$ cat src/rtl/mem_access_pkg.sv
// mem_access_pkg: shared widths, size codes, FSM states and store-lane helpers for the memory-access stage
package mem_access_pkg;
  localparam int REG_BUS = 32;
  localparam logic [1:0] SIZE_BYTE = 2'b00;
  localparam logic [1:0] SIZE_HALF = 2'b01;
  localparam logic [1:0] SIZE_WORD = 2'b10;
  typedef enum logic {MEM_IDLE, MEM_BUSY} state_t;
  function automatic logic is_misaligned(input logic [1:0] size, input logic [1:0] off);
    return size == 2'b11 || (size == SIZE_HALF && off[0]) || (size == SIZE_WORD && off != 2'b00);
  endfunction
  function automatic logic [3:0] lane_be(input logic [1:0] size, input logic [1:0] off);
    return size == SIZE_BYTE ? 4'b0001 << off : size == SIZE_HALF ? (off[1] ? 4'b1100 : 4'b0011) : 4'b1111;
  endfunction
  function automatic logic [REG_BUS-1:0] lane_wdata(input logic [1:0] size, input logic [REG_BUS-1:0] d);
    return size == SIZE_BYTE ? {4{d[7:0]}} : size == SIZE_HALF ? {2{d[15:0]}} : d;
  endfunction
endpackage

$ cat src/rtl/mem_access_load_align.sv
// load_align: picks the addressed byte/half/word lane of rdata and sign- or zero-extends it to 32 bits
module load_align
  import mem_access_pkg::*;
(
  input  logic [REG_BUS-1:0] rdata,
  input  logic [1:0]         off,
  input  logic [1:0]         size,
  input  logic               uns,
  output logic [REG_BUS-1:0] data
);
  logic [REG_BUS-1:0] lane;
  always_comb begin
    lane = rdata >> {off, 3'b000};
    data = size == SIZE_BYTE ? {{24{~uns & lane[7]}}, lane[7:0]} :
           size == SIZE_HALF ? {{16{~uns & lane[15]}}, lane[15:0]} : rdata;
  end
endmodule

$ cat src/rtl/mem_access.sv
// mem_access: RISC-V memory stage; ex_* in, single-outstanding dmem_* req/ack bus, wb_*/error pulses out, stall_o upstream
module mem_access
  import mem_access_pkg::*;
#(
  parameter int MAX_WAIT = 255
) (
  input  logic               clk,
  input  logic               rst,
  input  logic               ex_valid_i,
  input  logic               ctrl_MemRead_i,
  input  logic               ctrl_MemWrite_i,
  input  logic [1:0]         mem_size_i,
  input  logic               mem_unsigned_i,
  input  logic [REG_BUS-1:0] alu_result_i,
  input  logic [REG_BUS-1:0] mem_write_data_i,
  output logic               stall_o,
  output logic               wb_valid_o,
  output logic [REG_BUS-1:0] wb_data_o,
  output logic               misaligned_o,
  output logic               timeout_o,
  output logic               dmem_req_o,
  output logic               dmem_we_o,
  output logic [REG_BUS-1:0] dmem_addr_o,
  output logic [3:0]         dmem_be_o,
  output logic [REG_BUS-1:0] dmem_wdata_o,
  input  logic               dmem_ack_i,
  input  logic [REG_BUS-1:0] dmem_rdata_i
);
  localparam logic [7:0] LIM = 8'(MAX_WAIT - 1);
  state_t state, state_n;
  logic [7:0] cnt;
  logic [1:0] off_q, size_q;
  logic uns_q, ld_q, idle, mem_op, bad, accept, done, tmo;
  logic [REG_BUS-1:0] ld_data;
  load_align u_align (
    .rdata(dmem_rdata_i),
    .off  (off_q),
    .size (size_q),
    .uns  (uns_q),
    .data (ld_data)
  );
  always_comb begin
    idle    = state == MEM_IDLE;
    mem_op  = ctrl_MemRead_i | ctrl_MemWrite_i;
    bad     = is_misaligned(mem_size_i, alu_result_i[1:0]);
    accept  = idle & ex_valid_i & mem_op & ~bad;
    done    = ~idle & dmem_ack_i;
    tmo     = ~idle & ~dmem_ack_i & (cnt == LIM);
    state_n = accept ? MEM_BUSY : (done | tmo) ? MEM_IDLE : state;
    stall_o = accept | (~idle & ~dmem_ack_i & ~tmo);
  end
  always_ff @(posedge clk) begin
    if (rst) begin
      state        <= MEM_IDLE;
      cnt          <= '0;
      off_q        <= '0;
      size_q       <= '0;
      uns_q        <= 1'b0;
      ld_q         <= 1'b0;
      wb_valid_o   <= 1'b0;
      wb_data_o    <= '0;
      misaligned_o <= 1'b0;
      timeout_o    <= 1'b0;
      dmem_req_o   <= 1'b0;
      dmem_we_o    <= 1'b0;
      dmem_addr_o  <= '0;
      dmem_be_o    <= '0;
      dmem_wdata_o <= '0;
    end else begin
      state        <= state_n;
      wb_valid_o   <= (idle & ex_valid_i & ~mem_op) | (done & ld_q);
      misaligned_o <= idle & ex_valid_i & mem_op & bad;
      timeout_o    <= tmo;
      if (idle & ex_valid_i & ~mem_op) wb_data_o <= alu_result_i;
      if (done & ld_q) wb_data_o <= ld_data;
      if (~idle) cnt <= cnt + 8'd1;
      if (done | tmo) dmem_req_o <= 1'b0;
      if (accept) begin
        cnt          <= '0;
        off_q        <= alu_result_i[1:0];
        size_q       <= mem_size_i;
        uns_q        <= mem_unsigned_i;
        ld_q         <= ~ctrl_MemWrite_i;
        dmem_req_o   <= 1'b1;
        dmem_we_o    <= ctrl_MemWrite_i;
        dmem_addr_o  <= {alu_result_i[REG_BUS-1:2], 2'b00};
        dmem_be_o    <= lane_be(mem_size_i, alu_result_i[1:0]);
        dmem_wdata_o <= lane_wdata(mem_size_i, mem_write_data_i);
      end
    end
  end
endmodule
$ cat config.mk
export PLATFORM = sky130hd
export DESIGN_NAME = mem_access
export DESIGN_NICKNAME = d
export VERILOG_FILES = /design/src/rtl/mem_access_pkg.sv /design/src/rtl/mem_access_load_align.sv /design/src/rtl/mem_access.sv
export SDC_FILE = /design/constraint.sdc
export NUM_CORES = 1
export LEC_CHECK = 0
export BUFFER_PORTS_ARGS = -buffer_cell sky130_fd_sc_hd__buf_2
export CAP_MARGIN = 20
export CELL_PAD_IN_SITES_DETAIL_PLACEMENT = 1
export CELL_PAD_IN_SITES_GLOBAL_PLACEMENT = 1
export CORE_UTILIZATION = 31
export DETAILED_ROUTE_END_ITERATION = 7
export PLACE_DENSITY = 0.82
export SLEW_MARGIN = 30
export SYNTH_ARGS = -nofsm -noshare
export SYNTH_HDL_FRONTEND = slang
export SYNTH_SLANG_ARGS = --single-unit
$ cat constraint.sdc
create_clock -name clk -period 1.6 [get_ports clk]
set_input_delay 0.16 -clock clk [delete_from_list [all_inputs] [get_ports clk]]
set_output_delay 0.16 -clock clk [all_outputs]
set_load 0.005 [all_outputs]
==> results by group, run 1 <==
Worst setup path
  • Cell breakdown of the critical path: mux2i_4 > mux2_4 > o31a_1 > o211ai_1 > a22o_1
  • Reg2reg end: wb_data_o[10]
  • WP data required: 1.90 ns
  • Critical path capture point type: flop
  • Reg2Reg Launch Point: off_q[0]
  • Worst path max stage delay: 0.39 ns
  • Slowest cell on crit path: dfxtp_4
  • CP Max Fanout: 8
  • Kind of critical path: reg -> reg
  • R2r setup slk: -0.09 ns
  • CP endpoint: wb_data_o[10]
  • Critical Path Source: off_q[0]
  • Critical Path AT: 1.99 ns
  • Reg2Reg Depth: 5
  • Critical Path Source Type: flop

Floorplanning
  • Die X: 133 um
  • Row count: 47
  • Die H: 133 um
  • Core region area: 0.0166 mm2
  • I/O pins: 211
  • Full die area: 0.0177 mm2
  • Initial core utilization: 31.9%

Synth
  • Syn Std Cell Area: 0.00531 mm2
  • EDFF count, synth: 0
  • Top cell type by total area after synthesis: dfxtp_1
  • Mean Syn Cell Area: 8.12 um2
  • Share of the synthesized area in the top cell type: 44.1%
  • Sequential area share after synthesis: 44.1%
  • Top FF cell, synth: dfxtp_1
  • Post-synthesis cell type count: 46
  • Synth async-reset ratio: 0%
  • Top post-synthesis cells by area: dfxtp_1 44%, nand2_1 10%, a21oi_1 9.5%
  • Mapped Cells: 654
  • Synth warn: 0
  • Seq cells post-synth: 117

Pwr
  • Sequential power share: 40.0%
  • Clock power frac: 45.4%
  • PwrDens: 999 mW/mm2
  • Sw frac: 26.4%
  • Lkg Pwr: 3.42 nW
  • Combinational share of power: 14.7%
  • P_int: 0.00576 W
  • Psw: 0.00207 W
  • Peak supply drop: 0.609 mV

Placed design
  • Placed cells: 1067
  • DP HPWL: 14800 um
  • DP Worst Slack: -0.217 ns
  • I/O Buffers: 208
  • RePlAce Congestion: 0.932
  • Post-Place Cell Area: 0.00677 mm2

Timing
  • Post-route setup slack: -0.0867 ns
  • Unrepaired setup endpoints after global routing: yes
  • Minimum clock period: 1.69 ns
  • Skew final: 0.0117 ns
  • Fin crit share: 105%
  • Slew Limit Fails: 0
  • Final hold violation count: 0
  • Max Fclk: 593 MHz
  • Hold WS: 0.0163 ns
  • Setup violators final: 21

Global route
  • Vias in the first global route: 5883
  • Antenna violations before repair: 3
  • Grt total ovfl: 0
  • GR Util All Layers: 23.6%
  • GR Util met3: 4.41%
  • GR Util met2: 37.6%
  • First-pass GRT wire length: 32300 um
  • Largest net degree at the start of global routing: 75
  • Gr busiest metal: met2
  • Met1 GRT Util: 30.4%

Clocking
  • CTS tree: done
  • Reg clk slew, reported paths: 0.06 ns
  • Clock Tree Buf Depth: 2
  • H-tree levels: 4
  • Clk_lat worst skew: 0.41 ns
  • Clock sinks: 117
  • Total CTS buffers: 17
  • Root buffer cell: clkbuf_16

Route
  • Via Count: 5820
  • DRT antenna net count: 0
  • Final wirelength: 21000 um
  • Drt pass-1 iters: 5
  • 1st-iter DRT viols: 341
  • Vias per inst: 5.10
  • DR DRC count: 0
  • Drt wl/cell: 18.4 um

Hold path
  • HP Start: alu_result_i[20]
  • Hold WC Path Type: in -> reg

Layout
  • Final instance area: 0.00784 mm2
  • Commonest non-fill, non-tap cell in the layout: buf_2
  • Area added between synthesis and finish: 47.7%
  • Most frequent cells in the layout: 207 x buf_2, 140 x nand2_1, 109 x dfxtp_1, 99 x a21oi_1, 45 x buf_4
  • Finished Layout Cells: 1141
  • Final Util: 47.1%
  • Final net count: 1013
  • Layout cells sized above 1: 36.9%

Outcome
  • Status: complete, but fails checks
  • Failing checks: setup timing

Job
  • Max cap viols: 0
cells in the mapped netlist (5+ instances only):
cell type,count
a311oi_1,9
nand2_1,141
nor3_1,10
o2bb2ai_1,16
a22oi_1,14
nor2_1,44
a22o_1,6
nand4_1,5
clkbuf_1,30
o211ai_1,6
dfxtp_1,117
mux2_2,8
mux2i_1,21
nor2b_1,10
o21ai_0,19
a21oi_1,101
o22ai_1,9
buf_2,18
a211oi_1,19
area by class of cell:
class	instances	area [um2]
Inverter	4	15.0
Antenna cell	3	7.51
Clock inverter	10	82.6
Multi-Input combinational cell	477	2810
Timing Repair Buffer	289	1830
Tap cell	220	275
Sequential cell	117	2360
Clock buffer	21	460
Fill cell	2037	8800
repair_timing:
item / 4_1_cts / 5_1_grt
setup buffers: 9 / 6
pin swaps: 10 / 14
hold endpoints to repair: 25 / 0
hold buffers: 25 / 0
resized for setup: 24 / 19
endpoints found under the setup margin: 64 / 37
metrics by stage:
step | TNS (ns) | total power [W]
finish | -0.433 | 0.00783
global placement | -1.82 | 0.00419
global route | -2.58 | 0.00814
CTS | -0.457 | 0.00786
floorplan | 0 | 0.00369
detailed placement | -4.39 | 0.00422
registers in the layout (all words and copies together) (netlist names):
signal and flops:
dmem_wdata_o 32, wb_data_o 32, dmem_addr_o 30, cnt 8, dmem_be_o 4, off_q 2
size_q 2, dmem_we_o 1, ld_q 1, misaligned_o 1, state 1, timeout_o 1
uns_q 1, wb_valid_o 1
layer usage:
layer | up-vias | share of wire [%]
li1 | 2807 | -
met1 | 2764 | 44
met2 | 197 | 48
met3 | 52 | 4.8
met4 | 0 | 3.4
met5 | - | 0
how the worst min path moves through the flow:
stage | end | cells past startpoint
floorplan | timeout_o | 1
global placement | uns_q | 3
detailed placement | timeout_o | 2
CTS | dmem_addr_o[25] | 3
global route | dmem_addr_o[31] | 3
finish | dmem_addr_o[20] | 3
power by group through the flow:
| stage | logic [W] | clock network [W] | registers [W] |
|---|---|---|---|
| detailed placement | 0.00102 | 0 | 0.00319 |
| global route | 0.00125 | 0.00374 | 0.00315 |
| global placement | 0.00100 | 0 | 0.00319 |
| floorplan | 0.000494 | 0 | 0.00319 |
| finish | 0.00115 | 0.00355 | 0.00313 |
| CTS | 0.00112 | 0.00361 | 0.00313 |
critical path, delay by kind of cell, from the launching register on:
| family | cells | cell delay, ns |
|---|---|---|
| DFF | 1 | 0.39 |
| AOI/OAI and AO/OA | 3 | 0.75 |
| muxes | 2 | 0.44 |
logic make-up (layout without fill, tap and decap cells):
| family | count (synthesis) | in the layout | synth area share, % |
|---|---|---|---|
| and+or+nand+nor | 227 | 227 | 18.0 |
| AOI/OAI and AO/OA | 209 | 209 | 24.6 |
| DFF | 117 | 117 | 44.1 |
| buffers and inverters | 61 | 324 | 5.54 |
| muxes | 30 | 30 | 6.08 |
| xor gates and xnor gates | 7 | 7 | 1.15 |
| adders and majority gates | 2 | 2 | 0.471 |
| other | 1 | 5 | 0.0706 |
Note: power is estimated with default switching activity, not from simulation.
==> inputs of run 2 (changes only) <==
--- a/config.mk
+++ b/config.mk
@@ -5,13 +5,14 @@
 export SDC_FILE = /design/constraint.sdc
 export NUM_CORES = 1
 export LEC_CHECK = 0
+export ABC_AREA = 1
 export BUFFER_PORTS_ARGS = -buffer_cell sky130_fd_sc_hd__buf_2
 export CAP_MARGIN = 20
 export CELL_PAD_IN_SITES_DETAIL_PLACEMENT = 1
 export CELL_PAD_IN_SITES_GLOBAL_PLACEMENT = 1
-export CORE_UTILIZATION = 31
+export CORE_UTILIZATION = 30
 export DETAILED_ROUTE_END_ITERATION = 7
-export PLACE_DENSITY = 0.82
+export PLACE_DENSITY = 0.81
 export SLEW_MARGIN = 30
 export SYNTH_ARGS = -nofsm -noshare
 export SYNTH_HDL_FRONTEND = slang
==> run 2 against run 1 <==
Against the previous run:
- worst setup slack improved by 0.16 ns
- critical path depth grew 1
- synthesized cell count rose by 18%
- the run now ends clean
- critical path type is now reg -> out
- non-clock buffer count down 34
==> results by group, run 2 <==
Outcome
  • Status: completed (was complete, but fails checks)

Route
  • 1st-iter DRT viols: 244 (was 341)
  • DRT antenna net count: 0 (unchanged)
  • Via Count: 6171 (was 5820)
  • Final wirelength: 21100 um (was 21000 um)
  • Drt wl/cell: 17.0 um (was 18.4 um)
  • Drt pass-1 iters: 4 (was 5)
  • DR DRC count: 0 (unchanged)
  • Vias per inst: 4.95 (was 5.10)

Synth
  • Seq cells post-synth: 117 (unchanged)
  • Commonest cells post-synth: 193 x nand2_1, 117 x dfxtp_1, 87 x a21oi_1 (was 141 x nand2_1, 117 x dfxtp_1, 101 x a21oi_1)
  • Synth async-reset ratio: 0% (unchanged)
  • Syn Std Cell Area: 0.00547 mm2 (was 0.00531 mm2)
  • Share of the synthesized area in the top cell type: 42.8% (was 44.1%)
  • Synth warn: 0 (unchanged)
  • Post-synthesis cell type count: 34 (was 46)
  • Top-count cell post-synth: nand2_1 (unchanged)
  • EDFF count, synth: 0 (unchanged)
  • Sequential area share after synthesis: 42.8% (was 44.1%)
  • Top post-synthesis cells by area: dfxtp_1 43%, nand2_1 13%, a21oi_1 8.0% (was dfxtp_1 44%, nand2_1 10%, a21oi_1 9.5%)
  • Mean Syn Cell Area: 7.08 um2 (was 8.12 um2)
  • Mapped Cells: 772 (was 654)
  • Top FF cell, synth: dfxtp_1 (unchanged)
  • Top cell type by total area after synthesis: dfxtp_1 (unchanged)

Floorplanning
  • Core region area: 0.0179 mm2 (was 0.0166 mm2)
  • I/O pins: 211 (unchanged)
  • Full die area: 0.0188 mm2 (was 0.0177 mm2)
  • Initial core utilization: 30.5% (was 31.9%)
  • Row count: 49 (was 47)
  • Die H: 137 um (was 133 um)
  • Die X: 137 um (was 133 um)

Placed design
  • DP HPWL: 15200 um (was 14800 um)
  • RePlAce Congestion: 0.863 (was 0.932)
  • I/O Buffers: 208 (unchanged)
  • DP Worst Slack: 0.0612 ns (was -0.217 ns)

Timing
  • Unrepaired setup endpoints after global routing: yes (unchanged)
  • Minimum clock period: 1.53 ns (was 1.69 ns)
  • Slew Limit Fails: 0 (unchanged)
  • Max Fclk: 654 MHz (was 593 MHz)
  • Setup violators final: 0 (was 21)
  • Final hold violation count: 0 (unchanged)
  • Skew final: 0.00625 ns (was 0.0117 ns)
  • Fin Setup TNS: 0 ns (was -0.433 ns)
  • Fin crit share: 95.5% (was 105%)
  • Post-route setup slack: 0.0719 ns (was -0.0867 ns)

Pwr
  • Peak supply drop: 0.800 mV (was 0.609 mV)
  • Tot Pwr: 0.00845 W (was 0.00783 W)
  • PwrDens: 1100 mW/mm2 (was 999 mW/mm2)
  • Lkg Pwr: 3.95 nW (was 3.42 nW)

Global route
  • Vias in the first global route: 6129 (was 5883)
  • Grt total ovfl: 0 (unchanged)
  • Largest net degree at the start of global routing: 65 (was 75)
  • First-pass GRT wire length: 32700 um (was 32300 um)
  • GR Util All Layers: 23.0% (was 23.6%)
  • Antenna violations before repair: 0 (was 3)

Layout
  • Commonest non-fill, non-tap cell in the layout: buf_2 (unchanged)
  • Biggest regs: dmem_wdata_o: 32 flops, wb_data_o: 32 flops, dmem_addr_o: 30 flops (unchanged)
  • Layout cells sized above 1: 31.4% (was 36.9%)
  • Area added between synthesis and finish: 40.0% (was 47.7%)
  • Final net count: 1109 (was 1013)
  • Most frequent cells in the layout: 208 x buf_2, 191 x nand2_1, 109 x dfxtp_1, 86 x o21ai_0, 84 x a21oi_1 (was 207 x buf_2, 140 x nand2_1, 109 x dfxtp_1, 99 x a21oi_1, 45 x buf_4)

Worst setup path
  • WP data required: 1.44 ns (was 1.90 ns)
  • Critical path capture point type: output pin (was flop)
  • Cell breakdown of the critical path: nand2_1 > nor2_2 > nand4_1 > nand2_1 > nand2_2 > buf_2 (was mux2i_4 > mux2_4 > o31a_1 > o211ai_1 > a22o_1)
  • Critical path buffers and inverters: 1 (was 0)
  • Critical Path AT: 1.37 ns (was 1.99 ns)
  • Most numerous cell on the critical path: nand2_1
  • CP Max Fanout: 3 (was 8)
  • Kind of critical path: reg -> out (was reg -> reg)
  • Critical Path Source Type: flop (unchanged)
  • Slowest cell on crit path: dfxtp_2 (was dfxtp_4)
  • Family with the most delay on the worst path: simple AND/OR/NAND/NOR gates (was compound AO/OA/AOI/OAI gates)
  • Worst path max stage delay: 0.34 ns (was 0.39 ns)

Clocking
  • Clock sinks: 117 (unchanged)
  • Clk_lat worst skew: 0.43 ns (was 0.41 ns)
  • Total CTS buffers: 17 (unchanged)
  • Root buffer cell: clkbuf_16 (unchanged)
  • Reg clk slew, reported paths: 0.06 ns (about the same)
  • H-tree levels: 4 (unchanged)
  • Clock Tree Buf Depth: 2 (unchanged)
  • CTS tree: done (unchanged)

Hold path
  • Hold WC Path Type: in -> reg (unchanged)

Job
  • Max cap viols: 0 (unchanged)
run 2: changes by cell type in the layout (fill, tap and decap cells not counted), sizes merged, moves of 21 or more:
| cell | previous run | this run |
|---|---|---|
| o21ai | 20 | 126 |
| nand2 | 141 | 199 |
| inv | 4 | 50 |
| nor2 | 44 | 78 |
| nand3 | 2 | 30 |
| buf | 264 | 243 |
run 2: repair_timing:
action	in CTS	in global routing
pin swaps	2	4
gates cloned	1	0
buffers inserted	5	4
hold buffers	11	0
setup endpoints to repair	1	28
hold endpoints to repair	11	0
resized for setup	8	14
run 2: metrics by stage:
| stage | hold WS [ns] | cells | utilization [%] | cell area [um2] |
|---|---|---|---|---|
| finish | 0.0120 | 1246 | 42.8 | 7650 |
| global route | 0.0105 | 1244 | 42.7 | 7650 |
| CTS | 0.00139 | 1241 | 42.5 | 7600 |
| detailed placement | 0.380 | 1192 | 37.7 | 6760 |
| global placement | 0.375 | 1192 | 37.7 | 6760 |
| floorplan | 0.239 | 773 | - | 5470 |
run 2: worst paths after layout:
path	startpoint	end	slack (ns)	cells past startpoint
setup / recovery	cnt[3]	stall_o	0.07	6
hold / removal	mem_write_data_i[5]	dmem_wdata_o[5]	0.01	3
setup reg to reg	state	dmem_addr_o[20]	0.08	7
hold reg to reg	wb_data_o[25]	wb_data_o[25]	0.45	2
run 2: kinds of logic (layout without fill, tap and decap cells):
family | count (synthesis) | count (layout) | synth area share, %
buffers and inverters | 97 | 339 | 8.99
adder cells (fa/ha/maj) | 2 | 2 | 0.458
flip-flops | 117 | 117 | 42.8
multiplexers | 8 | 8 | 1.46
AND/OR/NAND/NOR | 319 | 319 | 24.4
other | 1 | 4 | 0.0686
XOR/XNOR | 5 | 5 | 0.801
AO/OA/AOI/OAI | 223 | 223 | 21.0
run 2: tightest hold or removal path: stages:
cell	delay [ns]
buf_2	0.11
nor2_1	0.05
nor2_1	0.08
run 2: final cells by class:
| class | count | area (um2) |
|---|---|---|
| Inverter | 52 | 198 |
| Sequential cell | 117 | 2350 |
| Multi-Input combinational cell | 559 | 2690 |
| Clock buffer | 18 | 439 |
| Antenna cell | 2 | 5.00 |
| Clock inverter | 14 | 201 |
| Fill cell | 2303 | 10200 |
| Tap cell | 229 | 287 |
| Timing Repair Buffer | 255 | 1480 |
run 2: report_power, final:
| part | internal [W] | switching, W | leakage [nW] | total (W) |
|---|---|---|---|---|
| logic | 0.000472 | 0.000653 | 2.68 | 0.00113 |
| clock network | 0.00266 | 0.00151 | 0.307 | 0.00417 |
| registers | 0.00307 | 0.0000900 | 0.959 | 0.00316 |
run 2: routing by layer:
layer / global-route usage (%) / up-vias / part of all wire (%)
li1: - / 2988 / -
met2: 39.1 / 228 / 47
met5: 0 / - / 0
met3: 6.37 / 36 / 7.6
met1: 26.7 / 2919 / 42
met4: 10.7 / 0 / 2.8
==> inputs of run 3 (changes only) <==
--- a/config.mk
+++ b/config.mk
@@ -13,6 +13,7 @@
 export CORE_UTILIZATION = 30
 export DETAILED_ROUTE_END_ITERATION = 7
 export PLACE_DENSITY = 0.81
+export SETUP_SLACK_MARGIN = 0.3
 export SLEW_MARGIN = 30
 export SYNTH_ARGS = -nofsm -noshare
 export SYNTH_HDL_FRONTEND = slang
==> run 3 against run 2 <==
Against the previous run:
- sequential power hardly changed
- largest cell class unchanged
- total power is 3.0% higher
- critical path depth is 1 higher
- hold slack worse by 0.013 ns
- the flow now finishes with violations (hold timing)
- count of clock-buffer cells in the layout is 3 higher
- fmax is 3.3% lower
- non-clock buffer count is 42 higher
==> results by group, run 3 (same netlist as run 2, synthesis figures left out) <==
Layout
  • Final instance area: 0.00863 mm2 (was 0.00765 mm2)
  • Fillers: 2254 (was 2303)
  • Layout cells sized above 1: 38.2% (was 31.4%)
  • Register Area: 0.00236 mm2 (was 0.00235 mm2)
  • Commonest non-fill, non-tap cell in the layout: buf_2 (unchanged)
  • Final net count: 1155 (was 1109)
  • Area of the multi-input gates: 0.00298 mm2 (was 0.00269 mm2)
  • Most frequent cells in the layout: 208 x buf_2, 184 x nand2_1, 107 x dfxtp_1, 76 x a21oi_1, 68 x o21ai_1 (was 208 x buf_2, 191 x nand2_1, 109 x dfxtp_1, 86 x o21ai_0, 84 x a21oi_1)
  • Area added between synthesis and finish: 57.9% (was 40.0%)
  • Biggest regs: dmem_wdata_o: 32 flops, wb_data_o: 32 flops, dmem_addr_o: 30 flops (unchanged)
  • Final Util: 48.2% (was 42.8%)

Pwr
  • Peak supply drop: 0.831 mV (was 0.800 mV)
  • Combinational share of power: 16.6% (was 13.3%)
  • Clock power frac: 47.0% (was 49.3%)
  • Tot Pwr: 0.00871 W (was 0.00845 W)
  • Sequential power share: 36.4% (was 37.4%)
  • PwrDens: 1010 mW/mm2 (was 1100 mW/mm2)
  • Lkg Pwr: 4.33 nW (was 3.95 nW)
  • P_int: 0.00630 W (was 0.00621 W)
  • Psw: 0.00241 W (was 0.00225 W)
  • Sw frac: 27.7% (was 26.6%)

Timing
  • Final hold violation count: 1 (was 0)
  • Slew Limit Fails: 0 (unchanged)
  • Hold WS: -0.00121 ns (was 0.0120 ns)
  • Unrepaired setup endpoints after global routing: yes (unchanged)
  • Fin crit share: 98.8% (was 95.5%)
  • Skew final: 0.00708 ns (was 0.00625 ns)
  • Worst slew margin: 58.9%
  • Minimum clock period: 1.58 ns (was 1.53 ns)
  • Fin Setup TNS: 0 ns (unchanged)
  • Setup violators final: 0 (unchanged)
  • Worst Tran Pin Value: 0.615 ns
  • Max Fclk: 633 MHz (was 654 MHz)

Floorplanning
  • Row count: 49 (unchanged)
  • Die X: 137 um (unchanged)
  • Initial core utilization: 30.5% (unchanged)
  • Full die area: 0.0188 mm2 (unchanged)
  • I/O pins: 211 (unchanged)
  • Die H: 137 um (unchanged)
  • Core region area: 0.0179 mm2 (unchanged)

Route
  • Drt pass-1 iters: 6 (was 4)
  • Via Count: 6523 (was 6171)
  • Final wirelength: 25200 um (was 21100 um)
  • DRT antenna net count: 0 (unchanged)
  • 1st-iter DRT viols: 333 (was 244)
  • DR DRC count: 0 (unchanged)
  • Vias per inst: 5.05 (was 4.95)
  • Drt wl/cell: 19.5 um (was 17.0 um)

Global route
  • Vias in the first global route: 6416 (was 6129)
  • GR Util All Layers: 24.9% (was 23.0%)
  • Grt total ovfl: 0 (unchanged)
  • Largest net degree at the start of global routing: 29 (was 65)
  • First-pass GRT wire length: 34900 um (was 32700 um)
  • Antenna violations before repair: 1 (was 0)

Placed design
  • RePlAce Congestion: 0.931 (was 0.863)
  • I/O Buffers: 208 (unchanged)
  • DP HPWL: 15800 um (was 15200 um)
  • Post-Place Cell Area: 0.00677 mm2 (was 0.00676 mm2)

Worst setup path
  • Slowest cell on crit path: dfxtp_4 (was dfxtp_2)
  • Cell breakdown of the critical path: nor2_4 > o21ai_4 > nor2_4 > inv_2 > buf_8 > nand2_2 > buf_2 (was nand2_1 > nor2_2 > nand4_1 > nand2_1 > nand2_2 > buf_2)
  • Critical Path Source Type: flop (unchanged)
  • CP Max Fanout: 3 (unchanged)
  • Most numerous cell on the critical path: nor2_4 (was nand2_1)
  • WP data required: 1.44 ns (about the same)
  • Critical path capture point type: output pin (unchanged)
  • Kind of critical path: reg -> out (unchanged)
  • Critical Path AT: 1.42 ns (was 1.37 ns)
  • Worst path max stage delay: 0.36 ns (was 0.34 ns)

Clocking
  • Reg clk slew, reported paths: 0.06 ns (about the same)
  • Clock Tree Buf Depth: 2 (unchanged)
  • Clock sinks: 117 (unchanged)
  • Total CTS buffers: 17 (unchanged)
  • Root buffer cell: clkbuf_16 (unchanged)
  • CTS tree: done (unchanged)
  • H-tree levels: 4 (unchanged)
  • Clk_lat worst skew: 0.43 ns (about the same)

Outcome
  • Status: complete, but fails checks (was completed)
  • Failing checks: hold timing

Job
  • Max cap viols: 0 (unchanged)

Hold path
  • Hold WC Path Type: in -> reg (unchanged)
[run 3: cell count changes in the layout (fill, tap and decap cells not counted), moves of 8 or more]
cell / previous run / this run
a21oi_1: 84 / 76
a21oi_2: 3 / 11
buf_6: 0 / 12
clkbuf_16: 17 / 28
o21ai_0: 86 / 50
o21ai_1: 39 / 68
[run 3: repair_timing]
action / in CTS / in global routing
setup buffers: 21 / 8
gates cloned: 6 / 16
hold buffers: 10 / 1
endpoints found under the setup margin: 114 / 114
hold endpoints to repair: 10 / 1
pin swaps: 7 / 18
gates resized for setup: 55 / 100
[run 3: per-stage QoR]
step,instances,worst slack (ns)
after floorplan,773,0.307
after global placement,1196,0.125
after detailed placement,1196,0.0309
after CTS,1265,0.0569
after global routing,1290,-0.0390
final,1291,0.0193
[run 3: critical path, delay by kind of cell, from the launching register on]
family                 cells  cell delay [ns]
DFF                        1             0.36
and+or+nand+nor            3             0.27
AOI/OAI and AO/OA          1             0.09
buffers and inverters      3             0.27
[run 3: layout make-up]
type	instances	share of cell area (%)
multi-input cells	563	34.5
clock buffers	21	5.45
diodes	1	0.0290
repair buffers	297	25.3
flip-flops and latches	117	27.3
inverters	52	2.35
well taps	229	3.32
clock inverters	11	1.71
[run 3: metal layers]
| metal | wire length [um] | vias to the layer above | global-route usage [%] |
|---|---|---|---|
| met4 | 546 | 0 | 8.91 |
| li1 | - | 3093 | - |
| met5 | 0 | - | 0 |
| met3 | 1710 | 36 | 6.96 |
| met2 | 12700 | 231 | 43.2 |
| met1 | 10200 | 3163 | 29.0 |
[run 3: worst paths after layout]
| kind | slack (ns) | start | cells after the start | to |
|---|---|---|---|---|
| max | 0.02 | state | 7 | stall_o |
| min | -0.001 | alu_result_i[14] | 3 | dmem_addr_o[14] |
| min reg2reg | 0.45 | wb_data_o[9] | 2 | wb_data_o[9] |
| max reg2reg | 0.04 | state | 9 | dmem_wdata_o[8] |
[run 3: power groups by stage]
stage | Sequential, W | Clock [W] | Combinational [W]
floorplan | 0.00322 | 0 | 0.000538
global placement | 0.00322 | 0 | 0.00103
detailed placement | 0.00322 | 0 | 0.00105
CTS | 0.00316 | 0.00412 | 0.00123
global route | 0.00318 | 0.00427 | 0.00157
finish | 0.00317 | 0.00409 | 0.00145
